<file path="config.mk">
export PLATFORM = sky130hd
export DESIGN_NAME = uart_rx
export DESIGN_NICKNAME = d
export VERILOG_FILES = /design/src/rtl/uart_pkg.sv /design/src/rtl/uart_baud_cnt.sv /design/src/rtl/uart_rx.sv
export SDC_FILE = /design/constraint.sdc
export NUM_CORES = 1
export LEC_CHECK = 0
export BUFFER_PORTS_ARGS = -buffer_cell sky130_fd_sc_hd__buf_4
export CAP_MARGIN = 40
export CORE_AREA = 2 2 67 69
export DETAILED_ROUTE_END_ITERATION = 10
export DIE_AREA = 0 0 69 71
export GPL_TIMING_DRIVEN = 0
export PLACE_DENSITY = 0.71
export SLEW_MARGIN = 0
export SYNTH_ARGS = -nofsm -noshare
export SYNTH_HDL_FRONTEND = slang
export SYNTH_SLANG_ARGS = --single-unit
</file>
<file path="constraint.sdc">
create_clock -name i_clk_sys -period 2.7 [get_ports i_clk_sys]
set_input_delay 0.135 -clock i_clk_sys [delete_from_list [all_inputs] [get_ports i_clk_sys]]
set_output_delay 0.135 -clock i_clk_sys [all_outputs]
set_load 0.03 [all_outputs]
</file>
<file path="src/rtl/uart_pkg.sv">
// ============================================================================
// Module  : uart_pkg
// Brief   : Shared UART state encoding and helper functions (RX and TX).
// Revision: 1.0 - initial release
// ============================================================================
`default_nettype none

package uart_pkg;

    typedef enum logic [2:0] {
        IDLE   = 3'd0,
        START  = 3'd1,
        DATA   = 3'd2,
        PARITY = 3'd3,
        STOP   = 3'd4
    } uart_state_e;

    function automatic int unsigned baud_cycle(input int unsigned clk_mhz,
                                               input int unsigned baud);
        return (clk_mhz * 32'd1000000) / baud;
    endfunction

    // Unused upper bits must be zero so they do not disturb the reduction.
    function automatic logic parity_bit(input logic [15:0] data,
                                        input logic        ptype);
        return ptype ? (^data) : (~^data);
    endfunction

endpackage

`default_nettype wire

</file>
<file path="src/rtl/uart_baud_cnt.sv">
// ============================================================================
// Module  : uart_baud_cnt
// Brief   : Bit-period counter with mid-bit and end-of-bit strobes.
// Revision: 1.0 - initial release
// ============================================================================
`default_nettype none

module uart_baud_cnt #(
    parameter int unsigned CYCLE = 5208
) (
    input  logic i_clk_sys,
    input  logic i_rst_n,
    input  logic i_en,
    output logic o_mid,
    output logic o_wrap
);

    localparam logic [15:0] C_LAST = 16'(CYCLE - 1);
    localparam logic [15:0] C_MID  = 16'((CYCLE / 2) - 1);

    logic [15:0] cnt_q;
    logic [15:0] cnt_d;

    always_comb begin
        cnt_d = 16'd0;
        if (i_en) begin
            cnt_d = (cnt_q == C_LAST) ? 16'd0 : cnt_q + 16'd1;
        end
    end

    always_ff @(posedge i_clk_sys or negedge i_rst_n) begin
        if (!i_rst_n) begin
            cnt_q <= 16'd0;
        end else begin
            cnt_q <= cnt_d;
        end
    end

    assign o_mid  = i_en && (cnt_q == C_MID);
    assign o_wrap = i_en && (cnt_q == C_LAST);

endmodule

`default_nettype wire

</file>
<file path="src/rtl/uart_rx.sv">
// ============================================================================
// Module  : uart_rx
// Brief   : UART receiver, mid-bit sampling, LSB first, optional parity.
// Revision: 1.0 - initial release
// ============================================================================
`default_nettype none

module uart_rx
    import uart_pkg::*;
#(
    parameter int unsigned CLK_FRE     = 50,
    parameter int unsigned DATA_WIDTH  = 8,
    parameter int unsigned PARITY_ON   = 0,
    parameter int unsigned PARITY_TYPE = 0,
    parameter int unsigned BAUD_RATE   = 9600
) (
    input  logic                  i_clk_sys,
    input  logic                  i_rst_n,
    input  logic                  i_uart_rx,
    output logic [DATA_WIDTH-1:0] o_data,
    output logic                  o_data_valid,
    output logic                  o_parity_err,
    output logic                  o_frame_err,
    output logic                  o_busy
);

    localparam int unsigned C_CYCLE    = baud_cycle(CLK_FRE, BAUD_RATE);
    localparam logic [3:0]  C_LAST_BIT = 4'(DATA_WIDTH - 1);

    uart_state_e           state_q, state_d;
    logic                  sync1_q, sync2_q, prev_q;
    logic [DATA_WIDTH-1:0] shift_q, shift_d;
    logic [3:0]            bit_cnt_q, bit_cnt_d;
    logic                  par_pend_q, par_pend_d;
    logic [DATA_WIDTH-1:0] data_q, data_d;
    logic                  valid_q, valid_d;
    logic                  parity_err_q, parity_err_d;
    logic                  frame_err_q, frame_err_d;

    logic                  w_mid;
    logic                  w_wrap_unused;
    logic                  w_start_edge;
    logic [DATA_WIDTH:0]   w_shift_in;

    uart_baud_cnt #(
        .CYCLE (C_CYCLE)
    ) u_baud_cnt (
        .i_clk_sys (i_clk_sys),
        .i_rst_n   (i_rst_n),
        .i_en      (state_q != IDLE),
        .o_mid     (w_mid),
        .o_wrap    (w_wrap_unused)
    );

    // A break leaves prev low, so only a fresh high-to-low transition starts a frame.
    assign w_start_edge = prev_q & ~sync2_q;
    assign w_shift_in   = {sync2_q, shift_q};

    always_comb begin
        state_d      = state_q;
        shift_d      = shift_q;
        bit_cnt_d    = bit_cnt_q;
        par_pend_d   = par_pend_q;
        data_d       = data_q;
        valid_d      = 1'b0;
        parity_err_d = parity_err_q;
        frame_err_d  = frame_err_q;
        case (state_q)
            IDLE: begin
                bit_cnt_d = 4'd0;
                if (w_start_edge) begin
                    state_d = START;
                end
            end
            START: begin
                if (w_mid) begin
                    state_d = sync2_q ? IDLE : DATA;
                end
            end
            DATA: begin
                if (w_mid) begin
                    shift_d   = w_shift_in[DATA_WIDTH:1];
                    bit_cnt_d = bit_cnt_q + 4'd1;
                    if (bit_cnt_q == C_LAST_BIT) begin
                        bit_cnt_d = 4'd0;
                        state_d   = (PARITY_ON != 0) ? PARITY : STOP;
                    end
                end
            end
            PARITY: begin
                if (w_mid) begin
                    par_pend_d = sync2_q ^ parity_bit(16'(shift_q), PARITY_TYPE != 0);
                    state_d    = STOP;
                end
            end
            STOP: begin
                if (w_mid) begin
                    data_d       = shift_q;
                    parity_err_d = par_pend_q;
                    frame_err_d  = ~sync2_q;
                    valid_d      = 1'b1;
                    state_d      = IDLE;
                end
            end
            default: state_d = IDLE;
        endcase
    end

    always_ff @(posedge i_clk_sys or negedge i_rst_n) begin
        if (!i_rst_n) begin
            sync1_q      <= 1'b1;
            sync2_q      <= 1'b1;
            prev_q       <= 1'b1;
            state_q      <= IDLE;
            shift_q      <= '0;
            bit_cnt_q    <= 4'd0;
            par_pend_q   <= 1'b0;
            data_q       <= '0;
            valid_q      <= 1'b0;
            parity_err_q <= 1'b0;
            frame_err_q  <= 1'b0;
        end else begin
            sync1_q      <= i_uart_rx;
            sync2_q      <= sync1_q;
            prev_q       <= sync2_q;
            state_q      <= state_d;
            shift_q      <= shift_d;
            bit_cnt_q    <= bit_cnt_d;
            par_pend_q   <= par_pend_d;
            data_q       <= data_d;
            valid_q      <= valid_d;
            parity_err_q <= parity_err_d;
            frame_err_q  <= frame_err_d;
        end
    end

    assign o_data       = data_q;
    assign o_data_valid = valid_q;
    assign o_parity_err = parity_err_q;
    assign o_frame_err  = frame_err_q;
    assign o_busy       = (state_q != IDLE);

endmodule

`default_nettype wire

</file>
Yosys cells after proc, flatten, opt, wreduce, memory -nomap -nowiden --
Cells that the tools add are included.
Operators by class: add/subtract/negate cells 2, eq/ne operators 13, muxes and demuxes 15, bitwise operators 3, reduce and logical (&&, ||, !) cells 10
Operators with widths (count):
- two-way mux 16 bit | 2
- two-way mux 3 bit | 6
- adder 16 x 1 -> 16 bit (second input constant) | 1
- == test 16 x 12 -> 1 bit (second input constant) | 1
- == test 16 x 13 -> 1 bit (second input constant) | 1
- XNOR reduction 16 bit | 1
- case mux 3 bit (5 select lines) | 1
- two-way mux 4 bit | 2
- != test 2 x 1 -> 1 bit (second input constant) | 4
- case mux 4 bit (2 select lines) | 1
- AND reduction 2 bit | 4
- == test 3 x 2 -> 1 bit (second input constant) | 2
- AND reduction 6 bit | 1
- adder 4 x 1 -> 4 bit (second input constant) | 1
- == test 4 x 3 -> 1 bit (second input constant) | 1
- != test 2 bit (second input constant) | 2
- == test 3 x 1 -> 1 bit (second input constant) | 1
- == test 3 bit (second input constant) | 1
- zero test 3 bit | 1
- nonzero test 3 bit | 1
- two-way mux 1 bit | 2
- two-way mux 2 bit | 1
- nonzero test 2 bit | 1
- bitwise AND 1 bit | 1
- other kinds (3) | 3
Word-level totals: register bits 46, input port bits 3, output and inout port bits 12, word-level logic and storage cells 55

Longest topological paths before layout --
Gate-level depths: netlist (run 1).
word-level depth 4, gate-level depth with buffers 6, mapped depth without buffers 5

Hierarchy --
Synthesis (run 1) repeated with hierarchy kept, for this count alone.
Second synthesis, totals: cell total of the unflattened synthesis 206, area total of the unflattened synthesis 2139.6 µm²
Modules (own cells, without submodules):
- uart_rx | times used 1, cells each 119, area each 1302.5 µm², seq. area each 754.5 µm²
- uart_baud_cnt | times used 1, cells each 87, area each 837.1 µm², seq. area each 400.4 µm²

Worst setup path after synthesis (run 1) --
Ideal clock, no wire load.
kind flip-flop to flip-flop, start reg u_baud_cnt.cnt_q[0], end reg data_q[1] (netlist: o_data[1]), library setup time 125 ps, data arrival time 1661 ps, required time 2575 ps, slack 914 ps, cell stages (with the launch flop) 7, path buffers 1, clock period less this slack 1786 ps, cell sequence dfrtp_1 > ha_1 > and4bb_2 > nand4_1 > or2_1 > buf_6 > mux2_4
On the way: longest elaborated chain between the ends 3
RTL lines:
- from (decl) | RTL line uart_baud_cnt.sv:21 | logic [15:0] cnt_q;
- from (signal assigned) | RTL line uart_baud_cnt.sv:35 | cnt_q <= cnt_d;
- == test 16 x 12 -> 1 bit | RTL line uart_baud_cnt.sv:39 | assign o_mid = i_en && (cnt_q == C_MID);
- logical AND 1 bit | RTL line uart_baud_cnt.sv:39
- AND reduction 2 bit (no source line)
- to (signal assigned) | RTL line uart_rx.sv:130 | data_q <= data_d;
- to (decl) | RTL line uart_rx.sv:35 | logic [DATA_WIDTH-1:0] data_q, data_d;
No other way between the ends. A chain may end at the register's enable or synchronous reset.

Final worst setup path (run 1) --
start reg u_baud_cnt.cnt_q[0], end reg data_q[5] (netlist: o_data[5])
Same word-level chain as after synthesis.

==> summary.txt, run 1 <==
Run status
  – Status: completed

Clock tree
  – CTS max path bufs: 2
  – CTS tree: done
  – H-tree levels: 2
  – Root Driver: clkbuf_8
  – Clock Pin Slew Worst Setup and Hold Paths: 0.08 ns
  – Latest clock arrival within the worst-skew pair: 0.29 ns
  – CTS buffer count: 5
  – Num Clock Sinks: 46

GRT
  – First-pass GRT wire length: 6.85 mm
  – Initial antenna violation count: 0
  – Global-route usage over all layers: 17.3%
  – Vias in the first global route: 1466
  – GRT overflow: 0
  – Pin count of the biggest net entering global routing: 47

Final layout
  – NumNets Final: 218
  – Non-filler cells, final: 266
  – Layout cells sized above 1: 23.8%
  – Diode count: 0
  – Layout area overhead: 12.9%
  – Design area: 2470 µm²

Synth
  – Yosys cell types: 42
  – Post-synth top area share: 49.1%
  – Ys async rst share: 100%
  – Synth area leaders: dfrtp_1 (49%), mux2_4 (5.5%), mux2_2 (5.1%)
  – Mean Syn Cell Area: 11.5 µm²
  – Synth Warn #: 0
  – Leading area contributor after synthesis: dfrtp_1
  – Synth Flop Type: dfrtp_1
  – Post-synth EDFFs: 0
  – Register bit total from synthesis: 46
  – Post-Syn Area: 2190 µm²
  – Synth Instances: 190
  – Syn nets: 195
  – Sequential share of the synthesized area: 52.7%

STA
  – Skew final: 0.00590 ns
  – Post-layout min period: 2.09 ns
  – Worst-Margin Slew: 0.553 ns
  – Fmax: 0.480 GHz
  – Rel. slew slack: 63.1%
  – Tcrit/Tclk final: 77.2%
  – Final Max Slew Viols: 0
  – Final setup viols: 0
  – RSZ-0062 raised after global routing: no
  – Fin Hold WS: 0.360 ns
  – Setup TNS: 0 ns
  – Final Hold Vio Count: 0

Worst setup path
  – Critical Path RT: 2.88 ns
  – Crit end category: flop
  – Arr. time, crit path: 2.26 ns
  – CP max FO: 10
  – Critical path type: reg -> reg
  – CP Launch Type: flop

Drt
  – DR iter-0 viols: 180
  – Via-to-Cell Ratio: 5.66
  – DRT antenna net count: 0
  – Residual DRC: 0
  – Total iterations of the first detailed-routing run: 4
  – Routed wire length: 3.96 mm
  – DR WL/cell: 14.9 µm
  – Via count: 1505

Worst hold path
  – Worst Hold Class: reg -> reg

Job
  – MaxCap Viol Count: 0

Floorplanning
  – Starting density of the core: 52.1%
  – Die Y: 71 µm
  – Die area: 4900 µm²
  – Die Wd: 69 µm
  – I/O pin cnt: 15
  – Row count: 24
  – Core ar.: 4200 µm²

Placement
  – Port bufs: 14
  – Routability cong.: 0.840
  – Area post-placement: 2360 µm²
  – Placed cells: 256
  – DPL Wire Length: 2.79 mm

Pwr
  – Worst vdd ir: 0.386 mV
  – Sw Share: 27.0%
  – Clock share of power: 30.0%
  – Comb power frac: 13.9%
  – Sequential share of power: 56.1%
  – Sw Pwr: 377 µW
  – P_leak: 1.19 nW
  – Tot Pwr: 1.39 mW
  – Int Pwr: 1.02 mW
  – Pwr Density: 564 nW/µm²
## area by class of cell
cell class                 count  area (µm²)
buffer                         5        30.0
clock buffer                   7        86.3
clock inverter                 1        5.00
fill                         358        1730
inverter                       7        26.3
multi-input combinational    132         978
sequential                    46        1150
tap                           52        65.1
timing repair buffer          16         125
## per-layer routing
layer	wire (µm)	track usage (%)	share of wire, %	vias up
met1	1700	21.2	43	745
li1	-	-	-	721
met3	137	3.56	3.5	10
met5	0	0	0	-
met2	2040	30.3	52	29
met4	78	6.75	2.0	0
## worst paths after layout
path | start | endpoint | slack (ns) | cells past startpoint
setup reg to reg | u_baud_cnt.cnt_q[0] | o_data[5] | 0.61 | 6
hold / removal | sync1_q | sync2_q | 0.36 | 0
min in group asynchronous | i_rst_n | o_data[1] | 0.38 | 2
setup / recovery | u_baud_cnt.cnt_q[0] | o_data[5] | 0.61 | 6
max in group asynchronous | i_rst_n | sync1_q | 1.94 | 2
hold reg to reg | sync1_q | sync2_q | 0.36 | 0
## cells in the mapped netlist, types with 2 or more instances
library cell,number
nand2_1,10
nor2_1,20
and4b_1,2
dfstp_2,3
nand3_1,11
mux2_2,10
xnor2_1,12
and3_1,2
or3_1,3
nor3_1,3
xor2_1,6
buf_2,3
mux2_4,8
nor4_1,2
mux2i_1,2
o21ai_0,7
dfrtp_1,43
inv_1,7
a21oi_1,5
nor4b_1,2
nand4_1,7
ha_1,2
## flip-flops by register name, indices dropped and copies added (netlist names), 3 cells and up
name / cells
bit_cnt_q: 4
o_data: 8
shift_q: 8
state_q: 3
u_baud_cnt.cnt_q: 16
## logic make-up (layout without fill, tap and decap cells)
group / after synthesis / in the layout / synth area share [%]
compound gates: 18 / 18 / 4.86
xor+xnor: 19 / 19 / 8.23
fa+ha+maj: 2 / 2 / 1.14
buf+inv: 12 / 36 / 2.57
flops: 46 / 46 / 52.7
mux: 20 / 20 / 11.5
simple gates: 73 / 73 / 18.9
## layout by cell type (no fill, tap or decap), types with 2 or more instances in the layout
| cell | n |
|---|---|
| a21oi_1 | 5 |
| and3_1 | 2 |
| and4b_1 | 2 |
| buf_2 | 3 |
| buf_4 | 14 |
| clkbuf_1 | 2 |
| clkbuf_8 | 6 |
| dfrtp_1 | 43 |
| dfstp_2 | 3 |
| dlygate4sd3_1 | 2 |
| ha_1 | 2 |
| inv_1 | 7 |
| mux2_2 | 10 |
| mux2_4 | 8 |
| mux2i_1 | 2 |
| nand2_1 | 10 |
| nand3_1 | 11 |
| nand4_1 | 7 |
| nor2_1 | 20 |
| nor3_1 | 3 |
| nor4_1 | 2 |
| nor4b_1 | 2 |
| o21ai_0 | 7 |
| or3_1 | 3 |
| xnor2_1 | 12 |
| xor2_1 | 6 |
## worst max-delay path: stages (launching register included)
cell and delay, ns:
dfrtp_1 0.39, ha_1 0.29, and4bb_2 0.25, nand4_1 0.22, or2_1 0.34, buf_6 0.17, mux2_4 0.30
## per-stage QoR
stage                     worst slack (ns)  util, %
after detailed placement             0.645     56.1
after global placement               0.704     56.1
after floorplan                      0.914        -
after global routing                 0.489     58.8
final                                0.615     58.8
after CTS                            0.626     58.8
## power by group through the flow
stage | logic (mW) | registers [mW] | clock network [mW]
after floorplan | 0.146 | 0.779 | 0
after global placement | 0.185 | 0.788 | 0
after detailed placement | 0.194 | 0.792 | 0
after CTS | 0.197 | 0.780 | 0.427
after global routing | 0.216 | 0.788 | 0.457
final | 0.194 | 0.781 | 0.418
## what timing repair did
action | CTS | global route
hold buffers | 2 | 0
resized for setup | 0 | 0
setup buffers | 0 | 0
endpoints found under the hold margin | 44 | 0
setup endpoints to repair | 0 | 0
No activity file was read; power rests on OpenSTA's default activity.
==> run 2, diff against run 1 <==
--- a/config.mk
+++ b/config.mk
@@ -7,11 +7,11 @@
 export LEC_CHECK = 0
 export BUFFER_PORTS_ARGS = -buffer_cell sky130_fd_sc_hd__buf_4
 export CAP_MARGIN = 40
-export CORE_AREA = 2 2 67 69
+export CORE_AREA = 2 2 68 70
 export DETAILED_ROUTE_END_ITERATION = 10
-export DIE_AREA = 0 0 69 71
+export DIE_AREA = 0 0 70 72
 export GPL_TIMING_DRIVEN = 0
-export PLACE_DENSITY = 0.71
+export PLACE_DENSITY = 0.72
 export SLEW_MARGIN = 0
 export SYNTH_ARGS = -nofsm -noshare
 export SYNTH_HDL_FRONTEND = slang
==> constraint.sdc (replaced) <==
create_clock -name i_clk_sys -period 1.7 [get_ports i_clk_sys]
set_input_delay 0.085 -clock i_clk_sys [delete_from_list [all_inputs] [get_ports i_clk_sys]]
set_output_delay 0.085 -clock i_clk_sys [all_outputs]
set_load 0.03 [all_outputs]
==> summary.txt, run 2 (synthesis gave the netlist of run 1 again) <==
Drt
  – Via count: 1530
  – DR WL/cell: 14.5 µm
  – Routed wire length: 4.04 mm
  – DR iter-0 viols: 67
  – Total iterations of the first detailed-routing run: 4
  – DRT antenna net count: 0
  – Residual DRC: 0
  – Via-to-Cell Ratio: 5.50

GRT
  – Pin count of the biggest net entering global routing: 47
  – First-pass GRT wire length: 6.92 mm
  – Global-route usage over all layers: 17.4%
  – GRT overflow: 0
  – Initial antenna violation count: 0
  – Vias in the first global route: 1504

Worst hold path
  – Worst Hold Class: in -> async

Worst setup path
  – CP max FO: 5
  – Critical path type: reg -> reg
  – Setup slack, reg-to-reg: -0.04 ns
  – Slowest stage delay, CP: 0.40 ns
  – Arr. time, crit path: 1.92 ns
  – Slowest library cell on the worst path: dfrtp_1
  – Critical path, cell by cell: ha_4 -> and4bb_2 -> nand4_1 -> or2_4 -> buf_6 -> mux2_4
  – CP Launch Type: flop
  – Critical Path RT: 1.88 ns
  – CP top delay family: simple AND/OR/NAND/NOR gates
  – CP Buf/Inv Count: 1
  – RR Endpoint: o_data[7]
  – Reg2Reg Depth: 6
  – Crit end category: flop
  – Worst r2r src: u_baud_cnt.cnt_q[0]

Clock tree
  – CTS buffer count: 5
  – Clock Pin Slew Worst Setup and Hold Paths: 0.09 ns
  – CTS max path bufs: 2
  – Num Clock Sinks: 46
  – Latest clock arrival within the worst-skew pair: 0.30 ns
  – CTS tree: done
  – H-tree levels: 2
  – Root Driver: clkbuf_8

STA
  – Rel. slew slack: 62.4%
  – Post-layout min period: 1.74 ns
  – Fmax: 0.576 GHz
  – Tcrit/Tclk final: 102%
  – Setup TNS: -0.106 ns
  – Worst-Margin Slew: 0.564 ns
  – Setup ws final: -0.0362 ns
  – Final Hold Vio Count: 0
  – Skew final: 0.0114 ns
  – Final setup viols: 9
  – Final Max Slew Viols: 0
  – RSZ-0062 raised after global routing: yes

Floorplanning
  – Core ar.: 4260 µm²
  – Die Y: 72 µm
  – I/O pin cnt: 15
  – Row count: 24
  – Die area: 5040 µm²
  – Die Wd: 70 µm
  – Starting density of the core: 51.3%

Placement
  – Post-Place Setup Slack: -0.261 ns
  – Routability cong.: 0.859
  – Area post-placement: 2370 µm²
  – DPL Wire Length: 2.50 mm
  – Port bufs: 14

Run status
  – Failing checks: negative setup slack
  – Status: finished with violations

Final layout
  – Layout cells sized above 1: 33.6%
  – Final core utilization: 63.2%
  – Reg with most FFs: u_baud_cnt.cnt_q
  – NumNets Final: 230
  – Most frequent cells in the layout: dfrtp_1 (39), buf_4 (24), nor2_1 (20), xnor2_1 (12), nand3_1 (11)
  – Max reg flops: 16
  – Layout area overhead: 23.1%
  – Design area: 2700 µm²
  – Diode count: 0
  – Most common cell after layout, fill and taps aside: dfrtp_1

Pwr
  – Worst vdd ir: 0.657 mV
  – Pwr Density: 905 nW/µm²
  – Tot Pwr: 2.44 mW
  – P_leak: 1.28 nW

Job
  – MaxCap Viol Count: 0
run 2: per-layer routing:
metal	vias up	routed length [µm]	global-route usage (%)
met3	8	104	3.75
met1	766	1830	22.0
met2	20	2020	30.1
li1	736	-	-
met4	0	78	5.77
met5	-	0	0
run 2: final cells by class:
type	instances	area, µm²
multi-input cells	132	1040
flip-flops and latches	46	1160
inverters	7	26.3
clock inverters	2	37.5
well taps	52	65.1
clock buffers	6	72.6
plain buffers	5	45.0
fillers	352	1570
repair buffers	28	249
run 2: how the worst max path moves through the flow:
| stage | start | endpoint | slack [ns] | cells after the start |
|---|---|---|---|---|
| after CTS | u_baud_cnt.cnt_q[10] | o_data[7] | -0.07 | 5 |
| after global placement | u_baud_cnt.cnt_q[12] | o_data[6] | -0.20 | 5 |
| after detailed placement | u_baud_cnt.cnt_q[8] | o_data[7] | -0.26 | 5 |
| after global routing | u_baud_cnt.cnt_q[12] | par_pend_q | -0.13 | 6 |
| after floorplan | u_baud_cnt.cnt_q[0] | o_data[1] | -0.01 | 6 |
| final | u_baud_cnt.cnt_q[0] | o_data[7] | -0.04 | 6 |
run 2: worst reg2reg max path, stage by stage (launching register included):
cell      delay (ns)
dfrtp_1         0.40
ha_4            0.16
and4bb_2        0.22
nand4_1         0.13
or2_4           0.28
buf_6           0.14
mux2_4          0.30
run 2: where the power goes:
part | switching (mW) | leakage [nW] | internal, mW | total, mW
Combinational | 0.205 | 0.609 | 0.184 | 0.389
Clock | 0.368 | 0.0514 | 0.439 | 0.807
Sequential | 0.0830 | 0.616 | 1.16 | 1.24
Total | 0.656 | 1.28 | 1.78 | 2.44
run 2: metrics by stage:
step	cells	hold WS, ns
CTS	276	0.335
finish	278	0.318
detailed placement	256	0.124
global route	278	0.367
global placement	256	0.126
floorplan	190	-0.211
run 2: timing repair:
action,in CTS,in global routing
pin swaps,6,6
hold buffers,2,0
setup endpoints to repair,33,37
buffers inserted,9,1
gates resized for setup,10,13
gates cloned,1,1
endpoints found under the hold margin,44,0
